File: src/rtl/spi_pkg.sv
// Shared definitions for the SPI slave endpoint.
//   DATA_W_DEF  default transfer word width
//   spi_mode_e  SPI mode encoding {CPOL,CPHA}
//   cpol()/cpha() split a mode into clock polarity and clock phase
package spi_pkg;

  localparam int DATA_W_DEF = 8;

  typedef enum logic [1:0] {
    MODE0 = 2'd0,
    MODE1 = 2'd1,
    MODE2 = 2'd2,
    MODE3 = 2'd3
  } spi_mode_e;

  function automatic logic cpol(input spi_mode_e m);
    return m[1];
  endfunction

  function automatic logic cpha(input spi_mode_e m);
    return m[0];
  endfunction

endpackage

File: src/rtl/spi_sync_edge.sv
// Two-flop synchroniser with a toggle detector.
//   clk, rst_n  system clock, asynchronous active-low reset
//   din         asynchronous input pin
//   q           synchronised level
//   toggle      one-cycle pulse whenever q changes; q gives the direction
//               (toggle & q = rise, toggle & ~q = fall)
// RST_VAL is the level all flops take in reset, normally the pin's idle
// level, so that leaving reset does not produce a spurious edge.
module spi_sync_edge #(
  parameter logic RST_VAL = 1'b0
) (
  input  logic clk,
  input  logic rst_n,
  input  logic din,
  output logic q,
  output logic toggle
);

  logic meta;
  logic q_d;

  always_ff @(posedge clk or negedge rst_n) begin
    if (!rst_n) begin
      meta <= RST_VAL;
      q    <= RST_VAL;
      q_d  <= RST_VAL;
    end else begin
      meta <= din;
      q    <= meta;
      q_d  <= q;
    end
  end

  assign toggle = q ^ q_d;

endmodule

File: src/rtl/spi_modport.sv
// SPI slave endpoint: full-duplex, word-oriented, MSB-first.
//   i_Clk, i_Rst_L          system clock, asynchronous active-low reset
//   o_RX_DV, o_RX_Byte      received word and its one-cycle valid pulse
//   i_TX_DV, i_TX_Byte      one-cycle load pulse and word to transmit
//   i_SPI_Clk, i_SPI_MOSI,
//   i_SPI_CS_n, o_SPI_MISO  SPI pins (asynchronous to i_Clk)
// Handshake: o_RX_DV and i_TX_DV are single-cycle valid strobes with no
// ready/back-pressure; the word is valid only in the cycle its strobe is high.
// All pins are oversampled; i_Clk must run at least 4x SCK.
import spi_pkg::*;

module spi_modport #(
  parameter int SPI_MODE = 0,
  parameter int DATA_W   = DATA_W_DEF
) (
  input  logic              i_Clk,
  input  logic              i_Rst_L,
  output logic              o_RX_DV,
  output logic [DATA_W-1:0] o_RX_Byte,
  input  logic              i_TX_DV,
  input  logic [DATA_W-1:0] i_TX_Byte,
  input  logic              i_SPI_Clk,
  input  logic              i_SPI_MOSI,
  output logic              o_SPI_MISO,
  input  logic              i_SPI_CS_n
);

  localparam spi_mode_e MODE  = spi_mode_e'(SPI_MODE[1:0]);
  localparam logic      CPOL  = cpol(MODE);
  localparam logic      CPHA  = cpha(MODE);
  localparam int        CNT_W = (DATA_W > 1) ? $clog2(DATA_W) : 1;
  localparam logic [CNT_W-1:0] LAST_BIT = CNT_W'(DATA_W - 1);

  // Pin synchronisation
  logic sck_q, sck_tog;
  logic cs_q, cs_tog;
  logic mosi_meta, mosi_q;

  spi_sync_edge #(.RST_VAL(CPOL)) u_sck_sync (
    .clk    (i_Clk),
    .rst_n  (i_Rst_L),
    .din    (i_SPI_Clk),
    .q      (sck_q),
    .toggle (sck_tog)
  );

  // CS_n resets to "selected" so that a CS_n already low when reset is
  // released does not look like a fresh fall: a frame only opens on a real
  // high-to-low transition seen after reset.
  spi_sync_edge #(.RST_VAL(1'b0)) u_cs_sync (
    .clk    (i_Clk),
    .rst_n  (i_Rst_L),
    .din    (i_SPI_CS_n),
    .q      (cs_q),
    .toggle (cs_tog)
  );

  // MOSI goes through the same two-flop delay as SCK, so the value seen
  // with an SCK edge pulse is the value present at the pin edge.
  always_ff @(posedge i_Clk or negedge i_Rst_L) begin
    if (!i_Rst_L) begin
      mosi_meta <= 1'b0;
      mosi_q    <= 1'b0;
    end else begin
      mosi_meta <= i_SPI_MOSI;
      mosi_q    <= mosi_meta;
    end
  end

  // Edge classification: after a leading edge SCK sits away from its idle
  // level (CPOL); after a trailing edge it is back at idle.
  logic sck_lead, sck_trail, sample_edge, shift_edge, cs_fall;

  assign sck_lead    = sck_tog & (sck_q ^ CPOL);
  assign sck_trail   = sck_tog & ~(sck_q ^ CPOL);
  assign sample_edge = CPHA ? sck_trail : sck_lead;
  assign shift_edge  = CPHA ? sck_lead  : sck_trail;
  assign cs_fall     = cs_tog & ~cs_q;

  // Datapath
  logic              frame_active;
  logic [CNT_W-1:0]  bit_cnt;
  logic [DATA_W-2:0] rx_shift;
  logic [DATA_W-1:0] rx_next;
  logic [DATA_W-1:0] tx_hold;
  logic [DATA_W-1:0] tx_shift;
  logic [DATA_W-1:0] tx_next;

  assign rx_next = {rx_shift, mosi_q};
  // A load in the same cycle as a word start wins over the held value.
  assign tx_next = i_TX_DV ? i_TX_Byte : tx_hold;

  always_ff @(posedge i_Clk or negedge i_Rst_L) begin
    if (!i_Rst_L) begin
      o_RX_DV      <= 1'b0;
      o_RX_Byte    <= '0;
      frame_active <= 1'b0;
      bit_cnt      <= '0;
      rx_shift     <= '0;
      tx_hold      <= '0;
      tx_shift     <= '0;
    end else begin
      o_RX_DV <= 1'b0;
      if (i_TX_DV) begin
        tx_hold <= i_TX_Byte;
      end

      if (cs_q) begin
        // Deselected: partial words are dropped and SCK is ignored.
        frame_active <= 1'b0;
        bit_cnt      <= '0;
      end else if (cs_fall) begin
        frame_active <= 1'b1;
        bit_cnt      <= '0;
        tx_shift     <= tx_next;
      end else if (frame_active) begin
        if (sample_edge) begin
          rx_shift <= rx_next[DATA_W-2:0];
          if (bit_cnt == LAST_BIT) begin
            o_RX_Byte <= rx_next;
            o_RX_DV   <= 1'b1;
            bit_cnt   <= '0;
          end else begin
            bit_cnt <= bit_cnt + 1'b1;
          end
        end
        // bit_cnt == 0 on a shift edge means a word boundary: with CPHA=0
        // the previous word has just been fully sampled, with CPHA=1 this is
        // the first edge of a new word. Either way the next word starts here.
        if (shift_edge) begin
          if (bit_cnt == '0) begin
            tx_shift <= tx_next;
          end else begin
            tx_shift <= {tx_shift[DATA_W-2:0], 1'b0};
          end
        end
      end
    end
  end

  assign o_SPI_MISO = frame_active ? tx_shift[DATA_W-1] : 1'b1;

endmodule

File: config.mk
export PLATFORM = sky130hd
export DESIGN_NAME = spi_modport
export DESIGN_NICKNAME = d
export VERILOG_FILES = /design/src/rtl/spi_pkg.sv /design/src/rtl/spi_sync_edge.sv /design/src/rtl/spi_modport.sv
export SDC_FILE = /design/constraint.sdc
export NUM_CORES = 1
export LEC_CHECK = 0
export CAP_MARGIN = 30
export CORE_MARGIN = 2
export CORE_UTILIZATION = 57
export CTS_CLUSTER_DIAMETER = 150
export DETAILED_ROUTE_END_ITERATION = 10
export PLACE_DENSITY = 0.85
export SLEW_MARGIN = 20
export SYNTH_ARGS = -nofsm -noshare
export SYNTH_HDL_FRONTEND = slang
export SYNTH_SLANG_ARGS = --single-unit
File: constraint.sdc
create_clock -name i_Clk -period 3.15 [get_ports i_Clk]
set_input_delay 0.63 -clock i_Clk [delete_from_list [all_inputs] [get_ports i_Clk]]
set_output_delay 0.63 -clock i_Clk [all_outputs]
set_load 0.05 [all_outputs]
# Word-level counts from Yosys, hierarchy flattened
# Index checks and enable logic that the tools add are counted.
[word_totals] in_bits=14 ff_bits=44 output_inout_bits=10
[op_classes] n_addsub=1 n_bitwise=8 n_mux=18 reduce_logical=10 n_eq_ne=1
[ops] cell="8-bit 2-to-1 mux" count=5
[ops] cell="3-bit 2-to-1 mux" count=5
[ops] cell="1-bit 2-to-1 mux" count=8
[ops] cell="2-bit nonzero test" count=3
[ops] cell="3-bit nonzero test" count=2
[ops] cell="5-bit AND reduction" count=1
[ops] cell="4-bit AND reduction" count=1
[ops] cell="3-bit by 1-bit adder with 3-bit output, second input constant" count=1
[ops] cell="1-bit bitwise AND" count=3
[ops] cell="3-bit == test, second input constant" count=1
[ops] cell="3-bit zero test" count=1
[ops] cell="1-bit inverter" count=3
[ops] cell="3-bit AND reduction" count=1
[ops] cell="2-bit AND reduction" count=1
[ops] cell="1-bit XOR" count=2

# Logic depth before layout (Yosys ltp)
# Gate-level depths: netlist of the first run.
[logic_depth] word_depth=6 depth_mapped=6 depth_no_buf=6

# Modules after synthesis
# From an unflattened synthesis of the first run, not the netlist that was laid out.
[hier_totals] hier_cells=134 area_unflattened_um2=1739.2
[modules_own_cells] module="spi_modport" n_inst=1 area_each_um2=1571.5 cells_per_inst=126
[modules_own_cells] module="spi_sync_edge" n_inst=2 area_each_um2=83.8 cells_per_inst=4

# Worst setup path before layout of the first run
# OpenSTA, ideal clock, no wires.
[synth_path] path_kind="input -> register" start="input port i_TX_DV" end="register tx_shift[6]" arrival_time_ns=1.451 setup_slack_ns=1.562 required_time_ns=3.014 path_stages=4 cell_sequence="clkbuf_1 -> mux2_2 -> mux2i_1 -> o21ai_0"
[synth_via] elab_chain_len=5
[synth_rtl] element="start, declared" line_no="spi_modport.sv:20" text="input logic i_TX_DV,"
[synth_rtl] element="8-bit 2-to-1 mux *" line_no="spi_modport.sv:91" text="assign tx_next = i_TX_DV ? i_TX_Byte : tx_hold;"
[synth_rtl] element="net tx_next[6]" line_no="spi_modport.sv:87" text="logic [DATA_W-1:0] tx_next;"
[synth_rtl] element="8-bit 2-to-1 mux" line_no="spi_modport.sv:131" text="if (bit_cnt == '0) begin"
[synth_rtl] element="8-bit 2-to-1 mux" line_no="spi_modport.sv:130" text="if (shift_edge) begin"
[synth_rtl] element="8-bit 2-to-1 mux" line_no="spi_modport.sv:116" text="end else if (frame_active) begin"
[synth_rtl] element="8-bit 2-to-1 mux *" line_no="spi_modport.sv:112" text="end else if (cs_fall) begin"
[synth_rtl] element="end signal, assigned" line_no="spi_modport.sv:115" text="tx_shift <= tx_next;"
[synth_rtl] element="end signal, assigned" line_no="spi_modport.sv:132" text="tx_shift <= tx_next;"
[synth_rtl] element="end signal, assigned" line_no="spi_modport.sv:134" text="tx_shift <= {tx_shift[DATA_W-2:0], 1'b0};"
[synth_rtl] element="end, declared" line_no="spi_modport.sv:86" text="logic [DATA_W-1:0] tx_shift;"
# The timed path passes the listed nets; every way through them passes the cells marked *. The select of a mux whose other input is x is not followed.
# A chain may end at the register's enable or synchronous reset.

# Worst setup path after layout of the first run
[layout_path] start="register frame_active" end="output port o_SPI_MISO"
[layout_via] elab_chain_len=1
[layout_rtl] element="start, declared" line_no="spi_modport.sv:81" text="logic frame_active;"
[layout_rtl] element="start signal, assigned" line_no="spi_modport.sv:97" text="frame_active <= 1'b0;"
[layout_rtl] element="start signal, assigned" line_no="spi_modport.sv:110" text="frame_active <= 1'b0;"
[layout_rtl] element="start signal, assigned" line_no="spi_modport.sv:113" text="frame_active <= 1'b1;"
[layout_rtl] element="1-bit 2-to-1 mux" line_no="spi_modport.sv:141" text="assign o_SPI_MISO = frame_active ? tx_shift[DATA_W-1] : 1'b1;"
[layout_rtl] element="end, declared" line_no="spi_modport.sv:24" text="output logic o_SPI_MISO,"
# Every way passes these cells.

==> results of run 1 <==
how the worst max path moves through the flow:
stage	from	slack (ns)	end	cells after the start
finish	frame_active	0.86	o_SPI_MISO	2
global route	frame_active	0.77	o_SPI_MISO	2
CTS	frame_active	0.83	o_SPI_MISO	2
detailed placement	i_TX_DV	1.05	tx_shift[4]	4
global placement	i_TX_DV	1.10	tx_shift[7]	4
floorplan	i_TX_DV	1.56	tx_shift[6]	4
critical path: stages (launching register included):
cell             delay [ns]
dfrtp_1                0.42
nand2b_1               0.09
clkdlybuf4s50_1        0.80
power by group through the flow:
stage          Clock, uW  Sequential [uW]  Combinational, uW
6_report             374              625               89.8
5_1_grt              409              630               99.8
4_1_cts              383              625               88.5
3_5_place_dp           0              637               87.8
3_3_place_gp           0              634               83.2
2_1_floorplan          0              630               50.5
sequential cells by signal, summed over array words and instances (netlist names):
register / count
bit_cnt: 3
u_sck_sync.q_d: 1
u_sck_sync.meta: 1
rx_shift: 7
frame_active: 1
u_sck_sync.q: 1
o_RX_Byte: 8
u_cs_sync.q: 1
tx_shift: 8
mosi_meta: 1
u_cs_sync.meta: 1
tx_hold: 8
o_RX_DV: 1
u_cs_sync.q_d: 1
mosi_q: 1
area by class of cell:
cell class	count	share of cell area [%]
multi-input combinational	81	28.12
clock inverter	2	1.866
clock buffer	6	2.468
tap	31	1.866
timing repair buffer	24	11.80
inverter	5	0.9031
sequential	44	52.98
routing by layer:
layer  vias to the layer above  share of wire (%)
li1                        498                  -
met1                       500                 47
met2                        20                 46
met3                         8                5.4
met4                         0                2.2
met5                         -                  0
logic make-up (layout without fill, tap and decap cells):
family / after synthesis / after routing / share of synthesized area [%]
buffers and inverters: 8 / 37 / 1.822
AND/OR/NAND/NOR: 40 / 40 / 10.79
flip-flops: 44 / 44 / 64.14
adder cells (fa/ha/maj): 4 / 4 / 2.916
AO/OA/AOI/OAI: 13 / 13 / 5.102
multiplexers: 24 / 24 / 15.23
metrics by stage:
stage	hold WS [ns]	power (uW)	utilization, %	setup WS (ns)
global placement	0.3348	717.0	70.16	1.096
finish	0.1562	1089	74.09	0.8597
CTS	0.3683	1097	73.37	0.8308
floorplan	0.3312	680.7	-	1.562
detailed placement	0.3405	724.5	70.16	1.052
global route	0.1483	1139	74.09	0.7745
synthesized netlist by cell type, drive strengths merged (2+ instances only):
library cell | n | area (um^2)
nor2 | 4 | 15.01
inv | 5 | 18.77
clkbuf | 2 | 7.510
mux2 | 17 | 191.4
mux2i | 7 | 70.07
ha | 4 | 50.05
a22o | 2 | 18.77
dfrtp | 44 | 1101
nand2 | 32 | 127.6
o21ai | 8 | 40.04
==> key figures, run 1 <==
Placement
  • Routability cong.: 0.7474
  • Placed Cells: 184
  • HPWL after DPL: 1909 um
  • DP Area: 0.001968 mm^2
  • Port buffer count: 23

Route
  • Final ANT Viol Nets: 0
  • Final WL: 2721 um
  • Drc violations: 3
  • Total number of vias: 1,026
  • Routed wire length per instance: 14.10 um
  • First drt pass iteration count: 7
  • DR iter-0 viols: 25
  • Vias per std cell: 5.316

Yosys
  • Synthesized instance count: 133
  • Post-synthesis net count: 151
  • Seq/Total Area, Yosys: 64.14%
  • Synth async-reset ratio: 100.0%
  • Synthesized area: 0.001717 mm^2
  • Post-synth EDFFs: 0
  • Post-synth cell types: 20
  • Mean Syn Cell Area: 12.91 um^2
  • Syn. warnings: 0
  • #FFs+latches synth: 44
  • Post-synth top flop: dfrtp_1

STA
  • Hold Fails Final Rpt: 0
  • Transition time of the tightest slew-check pin: 0.5890 ns
  • Slew Limit Fails: 0
  • Tmin final: 2.290 ns
  • Crit share post-route: 72.71%
  • Layout Skew: 0.01788 ns
  • Slew margin rel.: 60.44%
  • Max Fclk: 0.4366 GHz
  • Setup TNS: 0 ns
  • Final setup violation count: 0
  • Unrepaired setup endpoints after global routing: false

Layout
  • Most common cell after layout, fill and taps aside: dfrtp_1
  • Layout cell share with drive strength beyond 1: 19.75%
  • Post-route cell area: 0.002078 mm^2
  • Diodes inserted: 0
  • Non-Filler Instances: 193
  • Final Net Count: 179
  • Area Overhead vs Synth: 21.06%
  • Most frequent cells in the layout: dfrtp_1, nand2_1, clkdlybuf4s50_1, mux2_2, o21ai_0
  • Fill count: 198
  • Seq. cell area: 0.001101 mm^2
  • Multi-input gate area: 584.3 um^2

Global route
  • First-pass GRT wire length: 4533 um
  • Met1 GRT Util: 23.73%
  • Busiest grt layer: met2
  • Pin count of the biggest net entering global routing: 45
  • Number of global-route vias before repair: 1,006
  • GRT Util Overall: 18.30%
  • M3 GR Usage: 8.132%
  • Total grt overflow: 0
  • Met2 usage: 27.30%
  • Initial antenna violation count: 0

Clocking
  • Clk buf depth: 2
  • Clock Latency Late Sink: 0.37 ns
  • Cts hold-fix bufs: 0
  • Setup repair bufs after CTS: 0
  • H-Tree Depth: 2
  • CTS resizes: 0
  • Clock Pin Slew Worst Setup and Hold Paths: 0.13 ns
  • Clk sinks: 44
  • Num CTS Buffers: 5
  • CTS tree: built
  • CTS root buf: clkbuf_4

Pwr
  • Clk network pwr share: 34.3%
  • Part of the power in registers: 57.4%
  • P_leak: 0.001074 uW
  • P_sw: 251.0 uW
  • Switching share of power: 23.06%
  • Combinational power share: 8.2%
  • P_int: 837.7 uW
  • Peak supply drop: 0.5434 mV
  • Power Dens Cells: 523.9 mW/mm^2

Setup path
  • Worst r2r src: u_cs_sync.q
  • Critical path class: reg -> out
  • WP data arrival: 1.66 ns
  • CP Capture Type: primary output
  • R2r setup slk: 1.47 ns
  • Setup crit start kind: flop
  • R2r worst-path depth: 3
  • CP required: 2.52 ns
  • RR Endpoint: o_RX_Byte[1]
  • Critical path peak fanout: 4

Status
  • Status: complete, but fails checks
  • Failing checks: DRC

Floorplan
  • Die height: 58.88 um
  • Num rows: 19
  • Die width: 58.88 um
  • Top Ports: 24
  • Die footprint: 0.003467 mm^2
  • Initial Utilization: 61.20%
  • Core area: 0.002805 mm^2

Flow run
  • Max_cap viols: 0

Min path
  • Worst hold path type: in -> async
Power figures use the tool's default switching activity.
==> run 2, diff against run 1 <==
- CORE_UTILIZATION: 57 -> 48
- PLACE_DENSITY: 0.85 -> 0.76
- clock period: 3.15 -> 1.9 ns (I/O delays scaled with it)
==> run 2 against run 1 <==
Effect of this change:
- the flow now finishes without violations
- via count rose by 2.4%
- combinational power rose by 64%
- clock-buffer cell count fell by 1
- register-to-register slack got worse by 1.2 ns
- die area rose by 17%
- critical path type unchanged
- highest routed layer unchanged
==> key figures, run 2 (synthesis gave the netlist of run 1 again) <==
Status
  • Status: finished clean

STA
  • Layout Skew: 0.01011 ns (-0.007778 ns)
  • Tmin final: 1.644 ns
  • Slew Limit Fails: 0 (unchanged)
  • Max Fclk: 0.6082 GHz
  • Final setup violation count: 0 (unchanged)
  • Transition time of the tightest slew-check pin: 0.4990 ns (-0.09005 ns)
  • Hold Fails Final Rpt: 0 (unchanged)
  • Slew margin rel.: 66.68% (+6.2 points)
  • Setup TNS: 0 ns (unchanged)
  • Unrepaired setup endpoints after global routing: false
  • Crit share post-route: 86.54%

Setup path
  • CP Capture Type: primary output
  • Critical path peak fanout: 2 (-2)
  • Slowest stage cell, crit path: dlygate4sd2_1
  • Max incr delay on CP: 0.54 ns (-0.26 ns)
  • CP required: 1.52 ns (-1.00 ns)
  • WP data arrival: 1.26 ns (-0.40 ns)
  • Worst path cell trace: dlygate4sd2_1
  • Worst path buffer plus inverter count: 1 (unchanged)
  • Setup crit start kind: flop
  • Top Family by Delay on Critical Path: buffers and inverters
  • Critical path class: reg -> out

Placement
  • Routability cong.: 0.7048 (-5.7%)
  • HPWL after DPL: 1957 um (+2.5%)
  • Port buffer count: 23 (unchanged)
  • DP Area: 0.002014 mm^2 (+2.4%)

Clocking
  • Clk sinks: 44 (unchanged)
  • Clock Latency Late Sink: 0.35 ns (-0.02 ns)
  • CTS tree: built
  • Clk buf depth: 2 (unchanged)
  • Clock Pin Slew Worst Setup and Hold Paths: 0.13 ns (about the same)
  • Num CTS Buffers: 5 (unchanged)
  • Setup repair bufs after CTS: 0 (unchanged)
  • CTS root buf: clkbuf_4
  • H-Tree Depth: 2 (unchanged)

Layout
  • Layout cell share with drive strength beyond 1: 21.69% (+1.9 points)
  • Diodes inserted: 0 (unchanged)
  • Area Overhead vs Synth: 22.38%
  • Post-route cell area: 0.002101 mm^2 (+1.1%)
  • Largest regs: o_RX_Byte x8, tx_hold x8, tx_shift x8
  • Final core utilization: 61.98% (-12 points)
  • Most frequent cells in the layout: dfrtp_1, nand2_1, mux2_2, clkdlybuf4s50_1, o21ai_0
  • Final Net Count: 183 (+2.2%)
  • Most common cell after layout, fill and taps aside: dfrtp_1

Route
  • Drc violations: 0 (-3)
  • Total number of vias: 1,051 (+2.4%)
  • Vias per std cell: 4.958 (-6.7%)
  • DR iter-0 viols: 24 (-4.0%)
  • Final WL: 2698 um (-0.85%)
  • Routed wire length per instance: 12.73 um (-9.7%)
  • First drt pass iteration count: 4 (-3)
  • Final ANT Viol Nets: 0 (unchanged)

Floorplan
  • Num rows: 21 (+2)
  • Initial Utilization: 50.65% (-11 points)
  • Top Ports: 24 (unchanged)
  • Die width: 63.80 um (+8.4%)
  • Die footprint: 0.004070 mm^2 (+17%)
  • Core area: 0.003390 mm^2 (+21%)
  • Die height: 63.80 um (+8.4%)

Global route
  • Total grt overflow: 0 (unchanged)
  • GRT Util Overall: 15.51% (-2.8 points)
  • First-pass GRT wire length: 4795 um (+5.8%)
  • Pin count of the biggest net entering global routing: 22 (-51%)
  • Number of global-route vias before repair: 1,083 (+7.7%)
  • Initial antenna violation count: 0 (unchanged)

Pwr
  • Peak supply drop: 0.5475 mV (+0.76%)
  • Power Dens Cells: 833.1 mW/mm^2 (+59%)
  • P_leak: 0.001152 uW (+7.3%)

Min path
  • Worst hold path type: reg -> reg

Flow run
  • Max_cap viols: 0 (unchanged)
[run 2: changes by cell type in the layout (fill, tap and decap cells not counted), sizes merged]
cell,delta
dlygate4sd2,+7
dlygate4sd3,+1
clkbuf,-1
clkdlybuf4s50,-10
clkinvlp,+1
buf,+4
dlymetal6s2s,+2
[run 2: layout make-up]
type / count / area (um^2)
Fill cell: 268 / 1289
Sequential cell: 44 / 1101
Multi-Input combinational cell: 81 / 584.3
Timing Repair Buffer: 28 / 259.0
Tap cell: 46 / 57.56
Clock inverter: 3 / 42.54
Clock buffer: 5 / 37.54
Inverter: 5 / 18.77
[run 2: layer usage]
metal,GRT usage [%],routed length [um],share of wire [%]
met5,0,0,0
met4,4.076,28,1.0
met3,6.162,142,5.3
met2,26.17,1311,49
met1,18.41,1215,45
[run 2: final timing paths]
check                      cells past startpoint            to      startpoint  slack [ns]
hold reg to reg                                0   u_cs_sync.q  u_cs_sync.meta        0.37
hold / removal                                 0   u_cs_sync.q  u_cs_sync.meta        0.37
max in group asynchronous                      3   rx_shift[1]         i_Rst_L        0.85
setup reg to reg                               3    bit_cnt[0]     u_cs_sync.q        0.31
min in group asynchronous                      2    bit_cnt[1]         i_Rst_L        0.50
setup / recovery                               1  o_RX_Byte[4]    o_RX_Byte[4]        0.26
[run 2: power breakdown]
part / total (uW) / internal, uW / switching, uW
logic: 147 / 72.8 / 74.0
clock network: 567 / 274 / 292
registers: 1040 / 1000 / 36.4
[run 2: worst reg2reg max path, cell delays in order, from the launching register on]
cell and delay (ns):
dfrtp_1 0.49, or4_1 0.70, nor2_1 0.18, mux2_2 0.17
[run 2: timing repair]
item | 4_1_cts | 5_1_grt
hold buffers | 1 | 0
pin swaps | 0 | 0
setup endpoints to repair | 7 | 2
resized for setup | 7 | 2
endpoints found under the hold margin | 19 | 0
[run 2: per-stage QoR]
| stage | hold WS (ns) | setup WS, ns | std cells | total power [uW] |
|---|---|---|---|---|
| final | 0.3694 | 0.2557 | 212 | 1750 |
| after global routing | 0.3843 | 0.1791 | 212 | 1845 |
| after floorplan | 0.08441 | 0.4313 | 133 | 1128 |
| after CTS | 0.3682 | 0.005442 | 212 | 1772 |
| after detailed placement | 0.3378 | 0.03918 | 203 | 1205 |
| after global placement | 0.3312 | 0.1126 | 203 | 1192 |
==> run 3, diff against run 2 <==
- CORE_ASPECT_RATIO: default -> 0.75
==> run 3 against run 2 <==
Effect of this change:
- wire length shrank 6.6%
- worst setup slack got worse by 0.17 ns
- largest power group unchanged
- power grew 0.25%
- critical endpoint is now o_RX_Byte[6]
- clock power increased by 2%
- non-clock buffer count fell by 3
- final area fell by 0.77%
- worst hold slack got worse by 0.22 ns
==> key figures, run 3 (synthesis gave the netlist of run 1 again) <==
Status
  • Status: finished clean

Global route
  • M3 GR Usage: 4.529% (-1.6 points)
  • First-pass GRT wire length: 4381 um (-8.6%)
  • Initial antenna violation count: 0 (unchanged)
  • Busiest grt layer: met2
  • Met1 GRT Util: 18.65% (+0.24 points)
  • Pin count of the biggest net entering global routing: 45 (+100%)
  • Number of global-route vias before repair: 1,000 (-7.7%)
  • Total grt overflow: 0 (unchanged)
  • GRT Util Overall: 14.02% (-1.5 points)
  • Met2 usage: 21.24% (-4.9 points)

Clocking
  • CTS tree: built
  • CTS root buf: clkbuf_8
  • Clock Pin Slew Worst Setup and Hold Paths: 0.08 ns (-0.05 ns)
  • H-Tree Depth: 2 (unchanged)
  • Setup repair bufs after CTS: 0 (unchanged)
  • Clock Latency Late Sink: 0.28 ns (-0.07 ns)
  • CTS resizes: 0 (-7)
  • Num CTS Buffers: 5 (unchanged)
  • Clk sinks: 44 (unchanged)
  • Clk buf depth: 2 (unchanged)
  • Cts hold-fix bufs: 0 (-1)

STA
  • Hold Fails Final Rpt: 0 (unchanged)
  • Max Fclk: 0.5501 GHz (-9.6%)
  • Unrepaired setup endpoints after global routing: false
  • Final setup violation count: 0 (unchanged)
  • Slew margin rel.: 63.08% (-3.6 points)
  • Tmin final: 1.818 ns (+0.1737 ns)
  • Layout Skew: 0.007529 ns (-0.002576 ns)
  • Crit share post-route: 95.68% (+9.1 points)
  • Transition time of the tightest slew-check pin: 0.5538 ns (+0.05482 ns)
  • Slew Limit Fails: 0 (unchanged)
  • Setup TNS: 0 ns (unchanged)

Setup path
  • Worst path cell trace: clkdlybuf4s50_1
  • Max incr delay on CP: 0.80 ns (+0.26 ns)
  • Critical path class: reg -> out
  • Critical path peak fanout: 2 (unchanged)
  • CP required: 1.52 ns (about the same)
  • Worst path buffer plus inverter count: 1 (unchanged)
  • CP Capture Type: primary output
  • Setup crit start kind: flop
  • Top Family by Delay on Critical Path: buffers and inverters
  • WP data arrival: 1.44 ns (+0.18 ns)
  • Slowest stage cell, crit path: clkdlybuf4s50_1

Layout
  • Post-route cell area: 0.002085 mm^2 (-0.77%)
  • Diodes inserted: 0 (unchanged)
  • Largest regs: o_RX_Byte x8, tx_hold x8, tx_shift x8
  • Area Overhead vs Synth: 21.43%
  • Final Net Count: 180 (-1.6%)
  • Most common cell after layout, fill and taps aside: dfrtp_1
  • Final core utilization: 62.12% (+0.14 points)
  • Layout cell share with drive strength beyond 1: 20.86% (-0.83 points)
  • Most frequent cells in the layout: dfrtp_1, nand2_1, clkdlybuf4s50_1, mux2_2, o21ai_0

Pwr
  • Switching share of power: 22.49% (-0.51 points)
  • P_int: 1360 uW (+0.92%)
  • Combinational power share: 8.1% (-0.3 points)
  • Peak supply drop: 0.5201 mV (-5.0%)
  • Clk network pwr share: 32.9% (+0.5 points)
  • P_leak: 0.001077 uW (-6.5%)
  • P_sw: 394.6 uW (-2.0%)
  • Part of the power in registers: 59.0% (-0.2 points)
  • Power Dens Cells: 841.8 mW/mm^2 (+1.0%)

Floorplan
  • Num rows: 18 (-14%)
  • Core area: 0.003356 mm^2 (-1.0%)
  • Top Ports: 24 (unchanged)
  • Die height: 55.79 um (-13%)
  • Die footprint: 0.004076 mm^2 (+0.13%)
  • Die width: 73.06 um (+15%)
  • Initial Utilization: 51.16% (+0.51 points)

Route
  • Drc violations: 0 (unchanged)
  • Final WL: 2520 um (-6.6%)
  • DR iter-0 viols: 37 (+54%)
  • Vias per std cell: 5.049 (+1.8%)
  • Total number of vias: 1,025 (-2.5%)
  • First drt pass iteration count: 4 (unchanged)
  • Routed wire length per instance: 12.41 um (-2.5%)
  • Final ANT Viol Nets: 0 (unchanged)

Flow run
  • Max_cap viols: 0 (unchanged)

Placement
  • Routability cong.: 0.7530 (+6.8%)
  • Port buffer count: 23 (unchanged)
  • HPWL after DPL: 1775 um (-9.3%)
  • DP Area: 0.001992 mm^2 (-1.1%)

Min path
  • Worst hold path type: in -> async
[run 3: cell count changes in the layout (fill, tap and decap cells not counted), sizes merged]
cell           before  now
buf                 6    4
clkbuf              5    6
clkdlybuf4s50      12   21
clkinv              1    2
dlygate4sd2         7    0
bufinv              1    0
dlymetal6s2s        2    0
dlygate4sd3         1    0
clkinvlp            1    0
[run 3: layer usage]
layer  vias to the layer above  share of wire [%]
met4                         0               0.83
met2                        24                 48
met1                       496                 46
met5                         -                  0
met3                         4                5.4
li1                        501                  -
[run 3: final cells by class]
class                           instances  area, um^2
Multi-Input combinational cell         81       584.3
Timing Repair Buffer                   25       237.7
Tap cell                               40       50.05
Clock inverter                          2       10.01
Sequential cell                        44        1101
Clock buffer                            6       82.58
Inverter                                5       18.77
Fill cell                             238        1271
[run 3: per-stage QoR]
step / setup WS [ns] / cells / hold slack, ns / power (uW)
3_3_place_gp: 0.07737 / 195 / 0.3320 / 1189
6_report: 0.08201 / 203 / 0.1511 / 1755
5_1_grt: 0.02622 / 203 / 0.2006 / 1847
2_1_floorplan: 0.4313 / 133 / 0.08441 / 1128
4_1_cts: 0.06423 / 203 / 0.1698 / 1781
3_5_place_dp: 0.03216 / 195 / 0.3347 / 1199
[run 3: final timing paths]
kind	from	end	slack, ns	cells past startpoint
setup / recovery	o_RX_Byte[6]	o_RX_Byte[6]	0.08	1
hold / removal	i_Rst_L	o_RX_Byte[1]	0.15	2
setup reg to reg	u_cs_sync.q	bit_cnt[0]	0.31	3
hold reg to reg	mosi_meta	mosi_q	0.35	0
max in group asynchronous	i_Rst_L	tx_shift[1]	1.38	2
min in group i_Clk	mosi_meta	mosi_q	0.35	0
[run 3: power by group through the flow]
| stage | logic, uW | registers [uW] | clock network (uW) |
|---|---|---|---|
| after global placement | 138 | 1050 | 0 |
| after detailed placement | 144 | 1060 | 0 |
| after floorplan | 83.8 | 1040 | 0 |
| after global routing | 161 | 1040 | 641 |
| after CTS | 146 | 1040 | 600 |
| final | 142 | 1040 | 577 |
[run 3: worst register-to-register path, stage by stage (launching register included)]
cell     delay (ns)
dfrtp_1        0.47
or4_1          0.70
nor2_1         0.19
mux2_2         0.17
